### config.mk
export PLATFORM = sky130hd
export DESIGN_NAME = dff_bank_arbiter_flat
export DESIGN_NICKNAME = d
export VERILOG_FILES = /design/src/rtl/dff_bank_arbiter_pkg.sv /design/src/rtl/dff_bank_arbiter_if.sv /design/src/rtl/dff_bank_arbiter_rr_pick.sv /design/src/rtl/dff_bank_arbiter.sv /design/src/flat_wrapper.sv
export SDC_FILE = /design/constraint.sdc
export NUM_CORES = 1
export LEC_CHECK = 0
export CAP_MARGIN = 20
export CORE_ASPECT_RATIO = 1.4
export CORE_UTILIZATION = 42
export CTS_CLUSTER_DIAMETER = 80
export CTS_CLUSTER_SIZE = 25
export DETAILED_ROUTE_END_ITERATION = 8
export GPL_ROUTABILITY_DRIVEN = 0
export HOLD_SLACK_MARGIN = 0.05
export PLACE_DENSITY = 0.89
export SYNTH_ARGS = -nofsm -noshare
export SYNTH_HDL_FRONTEND = slang
export SYNTH_SLANG_ARGS = --single-unit
### constraint.sdc
create_clock -name inClk -period 2 [get_ports inClk]
set_input_delay 0.4 -clock inClk [delete_from_list [all_inputs] [get_ports inClk]]
set_output_delay 0.4 -clock inClk [all_outputs]
set_load 0.01 [all_outputs]
### src/rtl/dff_bank_arbiter_pkg.sv
// rtl/dff_bank_arbiter_pkg.sv - shared state encodings and default sizes for the bank arbiter
package dff_bank_arbiter_pkg;

  typedef enum logic [1:0] {
    S_IDLE  = 2'd0,
    S_OWNED = 2'd1,
    S_GAP   = 2'd2
  } state_e;

  localparam int DEF_N        = 4;
  localparam int DEF_W        = 8;
  localparam int DEF_MAX_HOLD = 4;
  localparam int DEF_OW       = 2;

endpackage

### src/rtl/dff_bank_arbiter_if.sv
// rtl/dff_bank_arbiter_if.sv - requester/bank bus between requester logic and the arbiter
interface dff_bank_arbiter_if #(
  parameter int N  = 4,
  parameter int W  = 8,
  parameter int OW = 2
);

  logic [N-1:0]   inReq;
  logic [N*W-1:0] inData;
  logic [N-1:0]   outGnt;
  logic [OW-1:0]  outOwner;
  logic [W-1:0]   outQ;
  logic           outValid;

  modport master (
    output inReq, inData,
    input  outGnt, outOwner, outQ, outValid
  );

  modport slave (
    input  inReq, inData,
    output outGnt, outOwner, outQ, outValid
  );

endinterface

### src/rtl/dff_bank_arbiter_rr_pick.sv
// rtl/dff_bank_arbiter_rr_pick.sv - combinational round-robin picker, first set request at or after ptr
module rr_pick #(
  parameter int N  = 4,
  parameter int OW = 2
) (
  input  logic [N-1:0]  req_i,
  input  logic [OW-1:0] ptr_i,
  output logic          found_o,
  output logic [OW-1:0] idx_o
);

  logic [OW-1:0] cand;

  // Scan from farthest to nearest so the candidate closest to ptr is written last and wins.
  always_comb begin
    found_o = 1'b0;
    idx_o   = '0;
    cand    = '0;
    for (int k = N - 1; k >= 0; k--) begin
      cand = OW'((int'(ptr_i) + k) % N);
      if (req_i[cand]) begin
        found_o = 1'b1;
        idx_o   = cand;
      end
    end
  end

endmodule

### src/rtl/dff_bank_arbiter.sv
// rtl/dff_bank_arbiter.sv - round-robin owner sequencing and capture into one shared W-bit bank
module dff_bank_arbiter
  import dff_bank_arbiter_pkg::*;
#(
  parameter int N        = DEF_N,
  parameter int W        = DEF_W,
  parameter int MAX_HOLD = DEF_MAX_HOLD,
  parameter int OW       = DEF_OW
) (
  input logic              inClk,
  input logic              inRst,
  dff_bank_arbiter_if.slave bus
);

  localparam int HW = (MAX_HOLD > 1) ? $clog2(MAX_HOLD) : 1;
  localparam logic [HW-1:0] HOLD_LAST = (MAX_HOLD > 0) ? HW'(MAX_HOLD - 1) : '0;

  state_e        state_q, state_d;
  logic [OW-1:0] ptr_q, ptr_d;
  logic [HW-1:0] hold_q, hold_d;
  logic [N-1:0]  gnt_q, gnt_d;
  logic [OW-1:0] owner_q, owner_d;
  logic [W-1:0]  q_q, q_d;
  logic          valid_q, valid_d;

  logic          pick_found;
  logic [OW-1:0] pick_idx;
  logic          owner_req;
  logic          others_req;

  rr_pick #(.N(N), .OW(OW)) u_pick (
    .req_i   (bus.inReq),
    .ptr_i   (ptr_q),
    .found_o (pick_found),
    .idx_o   (pick_idx)
  );

  assign owner_req  = bus.inReq[owner_q];
  assign others_req = |(bus.inReq & ~gnt_q);

  // Next-state: arbitration in idle, capture and release decisions while owned, one dead gap cycle.
  always_comb begin
    state_d = state_q;
    ptr_d   = ptr_q;
    hold_d  = hold_q;
    gnt_d   = gnt_q;
    owner_d = owner_q;
    q_d     = q_q;
    valid_d = 1'b0;
    case (state_q)
      S_IDLE: begin
        gnt_d = '0;
        if (pick_found) begin
          state_d = S_OWNED;
          owner_d = pick_idx;
          gnt_d   = N'(1) << pick_idx;
          hold_d  = '0;
        end
      end
      S_OWNED: begin
        if (owner_req) begin
          q_d     = bus.inData[int'(owner_q) * W +: W];
          valid_d = 1'b1;
          if ((MAX_HOLD != 0) && (hold_q == HOLD_LAST) && others_req) begin
            // Hold budget used up with a competitor waiting: last capture, then hand over.
            state_d = S_GAP;
            gnt_d   = '0;
            ptr_d   = (owner_q == OW'(N - 1)) ? '0 : owner_q + OW'(1);
          end else if (hold_q != HOLD_LAST) begin
            hold_d = hold_q + HW'(1);
          end
        end else begin
          state_d = S_GAP;
          gnt_d   = '0;
          ptr_d   = (owner_q == OW'(N - 1)) ? '0 : owner_q + OW'(1);
        end
      end
      S_GAP: begin
        gnt_d   = '0;
        state_d = S_IDLE;
      end
      default: begin
        gnt_d   = '0;
        state_d = S_IDLE;
      end
    endcase
  end

  // State and bank registers; reset wins over any capture or grant on the same edge.
  always_ff @(posedge inClk) begin
    if (inRst) begin
      state_q <= S_IDLE;
      ptr_q   <= '0;
      hold_q  <= '0;
      gnt_q   <= '0;
      owner_q <= '0;
      q_q     <= '0;
      valid_q <= 1'b0;
    end else begin
      state_q <= state_d;
      ptr_q   <= ptr_d;
      hold_q  <= hold_d;
      gnt_q   <= gnt_d;
      owner_q <= owner_d;
      q_q     <= q_d;
      valid_q <= valid_d;
    end
  end

  assign bus.outGnt   = gnt_q;
  assign bus.outOwner = owner_q;
  assign bus.outQ     = q_q;
  assign bus.outValid = valid_q;

endmodule

### src/flat_wrapper.sv
// flat-port wrapper written by rule: the top's interface ports become plain ports
module dff_bank_arbiter_flat import dff_bank_arbiter_pkg::*;
#(
  parameter int N        = DEF_N,
  parameter int W        = DEF_W,
  parameter int MAX_HOLD = DEF_MAX_HOLD,
  parameter int OW       = DEF_OW
)
  (inClk, inRst, bus_inReq, bus_inData, bus_outGnt, bus_outOwner, bus_outQ, bus_outValid);
  dff_bank_arbiter_if #(.N(N), .W(W), .OW(OW)) bus_i ();
  input logic inClk;
  input logic inRst;
  input wire logic [$bits(bus_i.inReq)-1:0] bus_inReq;
  input wire logic [$bits(bus_i.inData)-1:0] bus_inData;
  output wire logic [$bits(bus_i.outGnt)-1:0] bus_outGnt;
  output wire logic [$bits(bus_i.outOwner)-1:0] bus_outOwner;
  output wire logic [$bits(bus_i.outQ)-1:0] bus_outQ;
  output wire logic [$bits(bus_i.outValid)-1:0] bus_outValid;
  assign bus_i.inReq = bus_inReq;
  assign bus_i.inData = bus_inData;
  assign bus_outGnt = bus_i.outGnt;
  assign bus_outOwner = bus_i.outOwner;
  assign bus_outQ = bus_i.outQ;
  assign bus_outValid = bus_i.outValid;
  dff_bank_arbiter #(.N(N), .W(W), .MAX_HOLD(MAX_HOLD), .OW(OW)) u_core (.inClk(inClk), .inRst(inRst), .bus(bus_i));
endmodule
==> flow_metrics.env <==
export IMPL_r2r_slack_ps=380
export IMPL_routed_wl_um=3570
export IMPL_cts_tree="done"
export IMPL_vias_per_cell=5.73
export IMPL_initial_core_util=0.440
export IMPL_antenna_cells=0
export IMPL_switching_share=0.281
export IMPL_grt_pass1_wl_um=5310
export IMPL_outcome="finished clean"
export IMPL_post_place_ws_ps=-144
export IMPL_via_count=1244
export IMPL_ant_nets=0
export IMPL_first_pass_iters=4
export IMPL_antenna_found_initial=0
export IMPL_slew_headroom=0.746
export IMPL_nets=221
export IMPL_period_needed_ps=1890
export IMPL_cts_buffer_depth=2
export IMPL_grt_use_total=0.231
export IMPL_path_max_fanout=6
export IMPL_worst_ep_required_time_ps=2210
export IMPL_met3RoutedLength_um=232
export IMPL_dp_final_hpwl_um=2850
export IMPL_drtIter0Drc=38
export IMPL_syn_inst=114
export IMPL_post_cts_buffers=0
export IMPL_io_pins=53
export IMPL_power_density_nw_per_um2=589
export IMPL_die_height_um=66.6
export IMPL_hold_viol=0
export IMPL_crit_chain="clkdlybuf4s50_1, buf_4, nor4_2, buf_4, o21ai_0, o2bb2ai_1, a22o_1"
export IMPL_final_cell_mix="52 x clkdlybuf4s50_1, 21 x dfxtp_1, 16 x buf_4"
export IMPL_die_area_um2=3210
export IMPL_p_seq_frac=0.425
export IMPL_highest_layer="met4"
export IMPL_numClockSinks=21
export IMPL_ys_seq_area_frac=0.335
export IMPL_wl_met1_um=1400
export IMPL_crit_type="in -> reg"
export IMPL_cts_hold_buf=0
export IMPL_power_switching_w=0.000320
export IMPL_critPathSlowestCell="clkdlybuf4s50_1"
export IMPL_fin_skew_ps=0.474
export IMPL_grt_max_degree=15
export IMPL_syn_area_um2=1250
export IMPL_dr_wl_met2_um=1850
export IMPL_worstPathArrival_ps=2090
export IMPL_ir_drop_mv=0.390
export IMPL_num_rows=23
export IMPL_maxCapViolations=0
export IMPL_cts_root_buffer_cell="clkbuf_8"
export IMPL_ys_seq_elements=21
export IMPL_layout_commonest_cell="clkdlybuf4s50_1"
export IMPL_timing_critical_path_mode_cell="buf_4"
export IMPL_fin_ws_ps=114
export IMPL_slowest_delay_ps=490
export IMPL_internal_power_w=0.000820
export IMPL_finalPower_w=0.00114
export IMPL_min_period_over_period=0.943
export IMPL_drive_above_1_share=0.194
export IMPL_yosysWarnings=0
export IMPL_htreeDepth=1
export IMPL_path_clk_slew_ps=70
export IMPL_critPathCaptureType="flop"
export IMPL_clockPowerShare=0.243
export IMPL_cts_made_buffers=3
export IMPL_leakage_nw=0.777
export IMPL_ys_top_cells_by_area="dfxtp_1 34%, mux4_2 16%, mux2i_1 8.0%, a32o_1 4.0%, nor2b_1 4.0%"
export IMPL_design_area_um2=1940
export IMPL_dpl_instance_area_um2=1880
export IMPL_worst_pin_slew_ps=380
export IMPL_setup_viol=0
export IMPL_drc=0
export IMPL_io_buffers=52
export IMPL_synth_largest_area_cell="dfxtp_1"
export IMPL_yosysTopAreaCellShare=0.335
export IMPL_hold_class="reg -> reg"
export IMPL_final_cell_count_no_fill=217
export IMPL_overflow=0
export IMPL_utilization=0.679
export IMPL_synth_avg_cell_area_um2=11.0
export IMPL_pwr_share_comb=0.332
export IMPL_place_inst=213
export IMPL_areaGrowthSynthToFinish_pct=54.4
export IMPL_synth_nets=154
export IMPL_crit_path_start_kind="input port"
export IMPL_clk_latency_ps=260
export IMPL_core_area_um2=2850
export IMPL_wl_per_cell_um=16.5
export IMPL_maxSlewViolCount=0
export IMPL_fmax_mhz=530
export IMPL_synth_distinct_cells=42
export IMPL_grt_pass1_vias=1215
export IMPL_die_w_um=48.2
==> metal layers <==
layer | vias to the layer above | track usage
met1 | 588 | 0.247
li1 | 577 | -
met2 | 67 | 0.413
met4 | 0 | 0.0938
met5 | - | 0
met3 | 12 | 0.0434
==> Yosys cell counts (all sizes together) <==
library cell / number
dfxtp: 21
nor2: 13
mux2i: 10
mux4: 9
nor2b: 8
a21oi: 5
a32o: 5
buf: 5
nand2: 3
and3b: 2
ha: 2
inv: 2
nand3: 2
nor3: 2
o21ai: 2
a2111oi: 1
a211o: 1
a21bo: 1
a22o: 1
a22oi: 1
and2: 1
and2b: 1
and3: 1
clkbuf: 1
nand3b: 1
nor3b: 1
nor4: 1
nor4b: 1
o21a: 1
o21bai: 1
o2bb2ai: 1
o311ai: 1
o31a: 1
o31ai: 1
o41a: 1
o41ai: 1
or2: 1
or3: 1
==> metrics by stage <==
stage          TNS (ps)  hold WS (ps)
4_1_cts               0           493
6_report              0           487
2_1_floorplan         0           446
3_3_place_gp       -428           457
3_5_place_dp      -1190           476
5_1_grt           -1.90           509
==> area by class of cell <==
| cell class | count | area (um^2) |
|---|---|---|
| clock buffer | 4 | 45.0 |
| fill | 198 | 913 |
| inverter | 2 | 7.51 |
| multi-input combinational | 85 | 776 |
| sequential | 21 | 420 |
| tap | 37 | 46.3 |
| timing repair buffer | 68 | 641 |
==> worst max-delay path: cells and delay by family <==
kind	cells	cell delay (ps)
buffers and inverters	3	850
and+or+nand+nor	1	330
AOI/OAI and AO/OA	3	490
==> power by group through the flow <==
stage / Clock, W / Combinational [W] / Sequential [W]
finish: 0.000277 / 0.000379 / 0.000484
floorplan: 0 / 0.000194 / 0.000494
global route: 0.000293 / 0.000408 / 0.000487
global placement: 0 / 0.000359 / 0.000490
CTS: 0.000275 / 0.000377 / 0.000483
detailed placement: 0 / 0.000374 / 0.000492
==> flip-flops by register name, summed over array words and instances, names as in the netlist <==
| name | cells |
|---|---|
| u_core.bus.outGnt | 4 |
| u_core.ptr_q | 2 |
| u_core.state_q | 2 |
| u_core.bus.outValid | 1 |
| u_core.hold_q | 2 |
| u_core.bus.outOwner | 2 |
| u_core.bus.outQ | 8 |
==> logic make-up after synthesis <==
logic type | count (synthesis) | share of synthesized area
flip-flops | 21 | 0.335
adder cells (fa/ha/maj) | 2 | 0.0200
AO/OA/AOI/OAI | 25 | 0.165
AND/OR/NAND/NOR | 39 | 0.188
buffers and inverters | 8 | 0.0509
multiplexers | 19 | 0.242
==> final timing paths <==
| check | startpoint | end | cells after the start |
|---|---|---|---|
| worst max-delay path | bus_inReq[3] | u_core.hold_q[0] | 7 |
| worst min-delay path | u_core.hold_q[1] | u_core.hold_q[1] | 1 |
| worst max register to register | u_core.bus.outOwner[0] | u_core.bus.outGnt[1] | 4 |
| worst min register to register | u_core.hold_q[1] | u_core.hold_q[1] | 1 |
==> what timing repair did <==
item,CTS,global route
hold endpoints to repair,0,0
resized for setup,0,1
setup endpoints to repair,0,3
No activity file was read; power rests on OpenSTA's default activity.
